$ cat config.mk
export PLATFORM = sky130hd
export DESIGN_NAME = serial_addsub_ctrl
export DESIGN_NICKNAME = d
export VERILOG_FILES = /design/src/rtl/serial_addsub_ctrl.sv
export SDC_FILE = /design/constraint.sdc
export NUM_CORES = 1
export LEC_CHECK = 0
export CORE_MARGIN = 4
export CORE_UTILIZATION = 30
export DETAILED_ROUTE_END_ITERATION = 8
export DONT_BUFFER_PORTS = 1
export GPL_TIMING_DRIVEN = 0
export MAX_ROUTING_LAYER = met4
export PLACE_DENSITY = 0.41
export SLEW_MARGIN = 20
export SYNTH_ARGS = -nofsm -noshare
export SYNTH_HDL_FRONTEND = slang
export SYNTH_SLANG_ARGS = --single-unit
$ cat constraint.sdc
create_clock -name clk -period 1.85 [get_ports clk]
set_input_delay 0.37 -clock clk [delete_from_list [all_inputs] [get_ports clk]]
set_output_delay 0.37 -clock clk [all_outputs]
set_load 0.01 [all_outputs]
$ cat src/rtl/serial_addsub_ctrl.sv
// Bit-serial add/subtract controller: streams two WIDTH-bit operands LSB first
// through a single 1-bit add/sub cell and produces the result with N/Z/C/V flags.

module serial_addsub_cell (
  input  logic a,
  input  logic b,
  input  logic sub,
  input  logic cin,
  output logic s,
  output logic cout
);

  logic b_eff;

  // Subtraction is a + ~b + 1; the +1 arrives as the initial carry.
  assign b_eff = b ^ sub;
  assign s     = a ^ b_eff ^ cin;
  assign cout  = (a & b_eff) | (a & cin) | (b_eff & cin);

endmodule

// Handshake: start is a request sampled on any rising edge where the block is
// not busy (IDLE or DONE); done is a one-cycle strobe marking result/flags valid.
module serial_addsub_ctrl #(
  parameter int WIDTH = 64,
  parameter int CNT_W = $clog2(WIDTH)
) (
  input  logic             clk,
  input  logic             reset,
  input  logic             start,
  input  logic             sub,
  input  logic [WIDTH-1:0] a,
  input  logic [WIDTH-1:0] b,
  output logic             busy,
  output logic             done,
  output logic [WIDTH-1:0] result,
  output logic             negative,
  output logic             zero,
  output logic             carry_out,
  output logic             overflow,
  output logic [1:0]       state_dbg
);

  localparam logic [1:0] ST_IDLE = 2'd0;
  localparam logic [1:0] ST_RUN  = 2'd1;
  localparam logic [1:0] ST_DONE = 2'd2;

  logic [1:0]       state;
  logic [WIDTH-1:0] a_sr;
  logic [WIDTH-1:0] b_sr;
  logic             sub_q;
  logic             carry_q;
  logic [CNT_W-1:0] cnt;

  logic             cell_s;
  logic             cell_cout;
  logic             last_bit;
  logic             accept;
  logic [WIDTH-1:0] result_next;

  serial_addsub_cell u_cell (
    .a    (a_sr[0]),
    .b    (b_sr[0]),
    .sub  (sub_q),
    .cin  (carry_q),
    .s    (cell_s),
    .cout (cell_cout)
  );

  assign last_bit    = (cnt == CNT_W'(WIDTH - 1));
  assign accept      = start && (state != ST_RUN);
  assign result_next = {cell_s, result[WIDTH-1:1]};

  assign busy      = (state == ST_RUN);
  assign done      = (state == ST_DONE);
  assign state_dbg = state;

  always_ff @(posedge clk or negedge reset) begin
    if (!reset) begin
      state     <= ST_IDLE;
      a_sr      <= '0;
      b_sr      <= '0;
      sub_q     <= 1'b0;
      carry_q   <= 1'b0;
      cnt       <= '0;
      result    <= '0;
      negative  <= 1'b0;
      zero      <= 1'b0;
      carry_out <= 1'b0;
      overflow  <= 1'b0;
    end else begin
      if (accept) begin
        state     <= ST_RUN;
        a_sr      <= a;
        b_sr      <= b;
        sub_q     <= sub;
        carry_q   <= sub;
        cnt       <= '0;
        result    <= '0;
        negative  <= 1'b0;
        zero      <= 1'b0;
        carry_out <= 1'b0;
        overflow  <= 1'b0;
      end else begin
        case (state)
          ST_RUN: begin
            result  <= result_next;
            a_sr    <= {1'b0, a_sr[WIDTH-1:1]};
            b_sr    <= {1'b0, b_sr[WIDTH-1:1]};
            carry_q <= cell_cout;
            cnt     <= cnt + CNT_W'(1);
            if (last_bit) begin
              // carry_q still holds the carry into the MSB cell here.
              state     <= ST_DONE;
              negative  <= cell_s;
              zero      <= (result_next == '0);
              carry_out <= cell_cout;
              overflow  <= carry_q ^ cell_cout;
            end
          end
          ST_DONE: state <= ST_IDLE;
          default: state <= ST_IDLE;
        endcase
      end
    end
  end

endmodule
; ---- Yosys cells after proc, flatten, opt, wreduce, memory -nomap -nowiden
; Cells that the tools add are included.
[word_totals]
regBits = 206
inputBits = 132
[op_classes]
add_sub_neg = 1
n_bitwise = 9
eq_ne = 5
n_mux = 25
reduce_logical = 5
[op_table]
columns = operator, count
row1 = $mux 64, 6
row2 = $logic_not 64->1, 1
row3 = $mux 1, 14
row4 = $mux 6, 2
row5 = $add 6x1->6 const B, 1
row6 = $eq 6x6->1 const B, 1
row7 = $mux 2, 3
row8 = $reduce_bool 2->1, 2
row9 = $xor 1x1->1, 4
row10 = $and 1x1->1, 3
row11 = $ne 3x1->1 const B, 1
row12 = $eq 2x1->1 const B, 1
row13 = $eq 2x2->1 const B, 1
row14 = $ne 2x1->1 const B, 1
row15 = $or 1x1->1, 2
row16 = $reduce_and 2->1, 1
row17 = $logic_and 1x1->1, 1

; ---- Logic depth before layout (Yosys ltp)
; Gate-level depths: netlist of the first run.
[logic_depth]
ltp_word = 8
mapped_depth = 7
depth_no_buf = 6

; ---- By module
; Synthesis of the first run repeated with hierarchy kept, for this count alone.
[hier_totals]
hier_cells = 917
hier_area_um2 = 9248.9
[modules_own_cells]
columns = mod, seq_area_each_um2, instances, cells_each, area_each_um2
row1 = serial_addsub_ctrl, 5154.9, 1, 911, 9205.1
row2 = serial_addsub_cell, 0.0, 1, 6, 43.8

; ---- Least setup slack after synthesis of the first run
; OpenSTA, ideal clock, no wires.
[synth_timing]
kind = reg-to-reg
startpoint = register sub_q
endpoint = register zero
path_stages_with_launch = 7
slack_ns = 0.011
required_ns = 1.771
setup_time_ns = 0.079
arrival_time_ns = 1.759
path_buffers = 0
cell_sequence = dfrtp_1 -> xor2_1 -> fa_1 -> nor4_1 -> nand4_1 -> or4_1 -> mux2i_1
[synth_between]
elab_chain_len = 7
[synth_rtl]
columns = item, line
row1 = "start, declared", 51  ; logic sub_q;
row2 = "start signal, assigned", 96  ; sub_q <= sub;
row3 = $xor 1x1->1, 16  ; assign b_eff = b ^ sub;
row4 = $xor 1x1->1 (2 in a row), 17  ; assign s = a ^ b_eff ^ cin;
row5 = $logic_not 64->1, 116  ; zero <= (result_next == '0);
row6 = $mux 1, 112  ; if (last_bit) begin
row7 = $mux 1, 105  ; case (state)
row8 = $mux 1, 92  ; if (accept) begin
row9 = "end signal, assigned", 116
row10 = "end, declared", 38  ; output logic zero,
; Every way passes these cells. The select of a mux whose other input is x is not followed.
; A chain may end at the register's enable or synchronous reset.

; ---- Worst setup path in the final report of the first run
; Same ends and word-level chain as after synthesis.

==> metrics.txt, run 1 <==
worst-skew pair later-pin latency 0.52 ns; WP data arrival 2.47 ns; CP cell instances xor2_2 > fa_2 > nor4_2 > nand4_1 > or4_4 > mux2i_1; first-pass GRT wire length 40.8 mm; skew final 0.00673 ns; async set-reset flop share out of synthesis 100%; nets 1087; CP required 2.30 ns; initial antenna violation count 3; gr usage total 15.5%; Final WS setup -0.177 ns; DRT Pass-1 Iters 4; Post-synth EDFFs 0; Psw 5.53 mW; CTS max path bufs 3; vias in the first global route 6883; Slew @ Worst Pin 0.536 ns; CP max stage delay 0.50 ns; critical path peak fanout 2; endpoints failing setup 2; Final period util 110%; YS warnings 0; Fin. Hold Viols 206; CTS sink cnt 206; Hold WC Path Type in -> async; core area 0.0300 sq mm; pwr dens 1500 mW/mm^2; Post-CTS Hold Buffers 2; Syn Nets 1048; TritonCTS clock tree yes; synthesized netlist cell count 914; max-cap check violation count 0; unrepaired setup endpoints after global routing true; Die H 183 um; die footprint 0.0336 sq mm; CTS root buffer clkbuf_16; Synth Register Bits 206; via/cell ratio 4.82; most frequent cells in the layout 266 x nand2_1, 204 x dfrtp_1, 136 x o21ai_0; peak supply drop 0.601 mV; Placer Congestion 0.740; Peak Freq 493 MHz; share of cells above drive strength 1 9.91%; CTS HTree Levels 1; Lkg Pwr 5.11 nW; Critical Path Sink Type flip-flop; Residual DRC 0; maximum number of pins on one net before global-route repair 207; DR iter-0 viols 306; Avg WL per Cell 18.9 um; Distinct cells, synth 24; Synth top area share 55.9%; IO Pins 204; area leader, netlist dfrtp_1; Antenna Violating Nets Remaining 0; most common cell after layout, fill and taps aside nand2_1; FP Rows 63; port buffer count 0; clk slew on worst S/H paths 0.06 ns; Die Wd 183 um; kind of critical path reg -> reg; Final min period 2.03 ns; Area Growth Syn to Fin 16.5%; max-slew violation count 0; switching fraction of total power 34.3%; Post-Route WL 25.8 mm; Hold WS -0.462 ns; Comb power frac 18.8%; top post-synthesis cells by area dfrtp_1 56%, mux2i_1 14%, nand2_1 11%, o21ai_0 7.4%, nand3b_1 5.5%; status finished with violations; Initial Util 30.8%; GRT Residual Overflow 0; Relative slew margins 64.3%; clock buffer count from CTS 26; failing checks negative hold slack, negative setup slack; P_int 10.6 mW; crit path max-delay cell type fa_2; top_reg_cell synth dfrtp_1; Reg power frac 51.0%; Final Util 35.9%; vias after detailed routing 6570; hpwl dp 17.3 mm; sequential-to-total area share from yosys stat 55.9%; Clock Power Share 30.2%; Avg Inst Size Synth 10.1 sq um; post-synthesis cell area 0.00923 sq mm; crit start category flip-flop
## sequential cells by signal, indices dropped and copies added, names as in the netlist
name / count
a_sr: 64
b_sr: 64
result: 64
cnt: 6
state_dbg: 2
carry_out: 1
carry_q: 1
negative: 1
overflow: 1
sub_q: 1
zero: 1
## power by group through the flow
stage	registers [mW]	clock network (mW)	logic (mW)
floorplan	7.72	0	2.27
global placement	8.32	0	2.89
detailed placement	8.30	0	2.94
CTS	8.27	5.07	3.09
global route	8.50	5.24	3.66
finish	8.23	4.88	3.04
## synthesized netlist by cell type (2+ instances only)
| library cell | count |
|---|---|
| nand2_1 | 266 |
| dfrtp_1 | 206 |
| o21ai_0 | 136 |
| mux2i_1 | 131 |
| nand3b_1 | 67 |
| buf_2 | 35 |
| clkbuf_1 | 29 |
| nor4_1 | 15 |
| nor2_1 | 6 |
| nand4_1 | 5 |
| xor2_1 | 4 |
| nand3_1 | 2 |
## cell families after synthesis
logic type,synth area share (%)
DFF,55.9
and+or+nand+nor,18.5
xor gates and xnor gates,0.380
AOI/OAI and AO/OA,7.43
adders and majority gates,0.353
buffers and inverters,3.16
muxes,14.3
## routing by layer
layer / track usage [%] / up-vias / wire length (um)
li1: - / 3205 / -
met1: 20.5 / 3180 / 11700
met2: 23.4 / 156 / 11600
met3: 5.30 / 29 / 2090
met4: 3.28 / 0 / 435
met5: - / - / 0
## area by class of cell
class	instances	area, sq um
clock buffer	40	805
antenna	4	10.0
timing repair buffer	11	105
buffer	65	340
multi-input combinational	642	3810
inverter	1	8.76
tap	390	488
fill	3064	19200
sequential	206	5160
clock inverter	4	22.5
## timing repair
action	CTS	global route
setup endpoints to repair	202	71
gates resized for setup	21	8
setup buffers	2	6
cloned	0	1
hold endpoints to repair	208	206
pin swaps	1	1
## through the flow
stage	power, mW	instance area, sq um	worst slack [ns]	TNS [ns]	cells
global route	17.4	10700	-0.321	-0.513	1362
finish	16.1	10700	-0.177	-0.314	1363
global placement	11.2	9710	-0.494	-67.65	1304
CTS	16.4	10700	-0.264	-0.487	1352
detailed placement	11.2	9710	-0.475	-68.35	1304
floorplan	9.99	9230	0.0111	0	914
## critical path, delay by kind of cell, from the launching register on
family	cells	cell delay (ns)
adders and majority gates	1	0.50
xor gates and xnor gates	1	0.18
and+or+nand+nor	3	0.73
muxes	1	0.15
DFF	1	0.40
## worst paths after layout
| check | start | end | slack, ns | cells after the start |
|---|---|---|---|---|
| max | sub_q$_DFFE_PN0P_ | zero$_DFFE_PN0P_ | -0.18 | 6 |
| min | reset | b_sr[20]$_DFFE_PN0P_ | -0.46 | 0 |
| max reg2reg | sub_q$_DFFE_PN0P_ | zero$_DFFE_PN0P_ | -0.18 | 6 |
| min reg2reg | a_sr[32]$_DFFE_PN0P_ | a_sr[31]$_DFFE_PN0P_ | 0.47 | 2 |
| max in group asynchronous | reset | result[29]$_DFFE_PN0P_ | 1.89 | 0 |
| min in group clk | b[63] | b_sr[63]$_DFFE_PN0P_ | 0.03 | 2 |
Note: power is estimated with default switching activity, not from simulation.
==> inputs of run 2 (changes only) <==
--- a/config.mk
+++ b/config.mk
@@ -5,6 +5,7 @@
 export SDC_FILE = /design/constraint.sdc
 export NUM_CORES = 1
 export LEC_CHECK = 0
+export CAP_MARGIN = 20
 export CORE_MARGIN = 4
 export CORE_UTILIZATION = 30
 export DETAILED_ROUTE_END_ITERATION = 8
==> results of run 2 <==
No change in the layout: final DEF, timing and power equal those of run 1.
==> inputs of run 3 (changes only) <==
--- a/config.mk
+++ b/config.mk
@@ -12,7 +12,7 @@
 export DONT_BUFFER_PORTS = 1
 export GPL_TIMING_DRIVEN = 0
 export MAX_ROUTING_LAYER = met4
-export PLACE_DENSITY = 0.41
+export PLACE_DENSITY = 0.4
 export SLEW_MARGIN = 20
 export SYNTH_ARGS = -nofsm -noshare
 export SYNTH_HDL_FRONTEND = slang
==> constraint.sdc (replaced) <==
create_clock -name clk -period 2.3 [get_ports clk]
set_input_delay 0.46 -clock clk [delete_from_list [all_inputs] [get_ports clk]]
set_output_delay 0.46 -clock clk [all_outputs]
set_load 0.01 [all_outputs]
==> run 3 against run 2 <==
Highest routed layer unchanged; clock power fell by 15%; the flow finishes with violations (negative hold slack); clock skew barely moved; die area did not move; worst setup slack improved by 0.29 ns; sequential share of layout area rose by 0.56 points; sequential power fell by 20%; combinational power fell by 24%; via count rose by 0.46%.
==> metrics.txt, run 3 (same netlist as run 1, synthesis figures left out) <==
status finished with violations; failing checks negative hold slack; initial antenna violation count 3; peak supply drop 0.524 mV; DR iter-0 viols 432; Placer Congestion 0.734; r2r endpoint zero$_DFFE_PN0P_; CP Buf/Inv Count 3; Hold WS -0.354 ns; reg2reg start sub_q$_DFFE_PN0P_; r2r setup slk 0.15 ns; CP top delay family buffers and inverters; Post-Place Cell Area 0.00971 sq mm; max-cap check violation count 0; FP Rows 63; Final period util 95.2%; Avg WL per Cell 19.2 um; Final min period 2.19 ns; Lkg Pwr 5.06 nW; biggest regs a_sr: 64 flops, b_sr: 64 flops, result: 64 flops; Worst Reg-to-Reg Cells 6; vias in the first global route 6847; CP cell instances nand2b_1 > clkinv_4 > buf_12 > buf_6; most frequent cells in the layout 266 x nand2_1, 206 x dfrtp_1, 136 x o21ai_0; unrepaired setup endpoints after global routing false; worst-skew pair later-pin latency 0.51 ns; Die Wd 183 um; core area 0.0300 sq mm; kind of critical path reg -> out; GRT Residual Overflow 0; Fin. Hold Viols 206; pwr dens 1230 mW/mm^2; Slew @ Worst Pin 0.597 ns; endpoints failing setup 0; postcts setup bufs 0; CTS sink cnt 206; CTS max path bufs 3; DRT Pass-1 Iters 4; gr usage total 15.6%; CTS HTree Levels 1; die footprint 0.0336 sq mm; crit path max-delay cell type dfrtp_1; Fill cells 3100; Area Growth Syn to Fin 15.1%; port buffer count 0; Critical Path Sink Type output port; CP required 1.84 ns; critical path peak fanout 19; Peak Freq 457 MHz; CP max stage delay 0.46 ns; hpwl dp 17.5 mm; max-slew violation count 0; CTS root buffer clkbuf_16; setup_tns 0 ns; Relative slew margins 59.9%; clk slew on worst S/H paths 0.06 ns; Hold WC Path Type in -> async; skew final 0.00690 ns; nets 1074; maximum number of pins on one net before global-route repair 207; Antenna Violating Nets Remaining 0; crit start category flip-flop; IO Pins 204; Residual DRC 0; vias after detailed routing 6600; first-pass GRT wire length 40.7 mm; Die H 183 um; WP data arrival 1.73 ns; Post-Route WL 25.9 mm; TritonCTS clock tree yes; share of cells above drive strength 1 8.36%; most common cell after layout, fill and taps aside nand2_1; via/cell ratio 4.89; Initial Util 30.8%; final instance area 0.0106 sq mm; clock buffer count from CTS 25
==> run 3: final cells by class <==
| cell class | count | area, sq um | share of cell area [%] |
|---|---|---|---|
| Antenna cell | 3 | 7.51 | 0.0707 |
| Buffer | 64 | 304 | 2.86 |
| Clock buffer | 36 | 757 | 7.13 |
| Clock inverter | 8 | 115 | 1.08 |
| Inverter | 1 | 8.76 | 0.0825 |
| Multi-Input combinational cell | 642 | 3780 | 35.6 |
| Sequential cell | 206 | 5150 | 48.6 |
| Tap cell | 390 | 488 | 4.60 |
==> run 3: worst reg2reg max path: cells and delay by family, from the launching register on <==
family	cells	cell delay [ns]
AND/OR/NAND/NOR	3	0.82
adder cells (fa/ha/maj)	1	0.54
flip-flops	1	0.38
XOR/XNOR	1	0.19
multiplexers	1	0.15
==> run 3: metrics by stage <==
| step | setup WS [ns] | power (mW) | instances | utilization [%] |
|---|---|---|---|---|
| 3_5_place_dp | -0.195 | 9.06 | 1304 | 32.4 |
| 4_1_cts | 0.0228 | 13.3 | 1347 | 35.4 |
| 5_1_grt | 0.00216 | 14.1 | 1350 | 35.4 |
| 2_1_floorplan | 0.461 | 8.04 | 914 | - |
| 6_report | 0.111 | 13.1 | 1350 | 35.4 |
| 3_3_place_gp | -0.164 | 9.03 | 1304 | 32.4 |
==> run 3: what timing repair did <==
action / 4_1_cts / 5_1_grt
endpoints found under the hold margin: 206 / 206
resized for setup: 8 / 0
setup endpoints to repair: 101 / 0
==> run 3: worst max path at each step <==
stage	cells after the start	slack, ns	endpoint	from
6_report	4	0.11	busy	state_dbg[1]$_DFFE_PN0P_
5_1_grt	4	0.002	busy	state_dbg[1]$_DFFE_PN0P_
4_1_cts	4	0.02	busy	state_dbg[1]$_DFFE_PN0P_
3_5_place_dp	5	-0.19	busy	state_dbg[1]$_DFFE_PN0P_
3_3_place_gp	5	-0.16	busy	state_dbg[1]$_DFFE_PN0P_
2_1_floorplan	6	0.46	zero$_DFFE_PN0P_	sub_q$_DFFE_PN0P_
==> run 3: power by group <==
part | internal [mW] | switching [mW]
clock network | 2.60 | 1.54
registers | 5.07 | 1.55
logic | 0.990 | 1.31
total | 8.66 | 4.40
==> run 3: layer usage <==
metal | vias up | track usage [%] | routed length, um
met5 | - | - | 0
met4 | 0 | 3.10 | 500
met3 | 34 | 5.39 | 2100
met2 | 164 | 22.6 | 11500
met1 | 3227 | 21.3 | 11800
li1 | 3175 | - | -
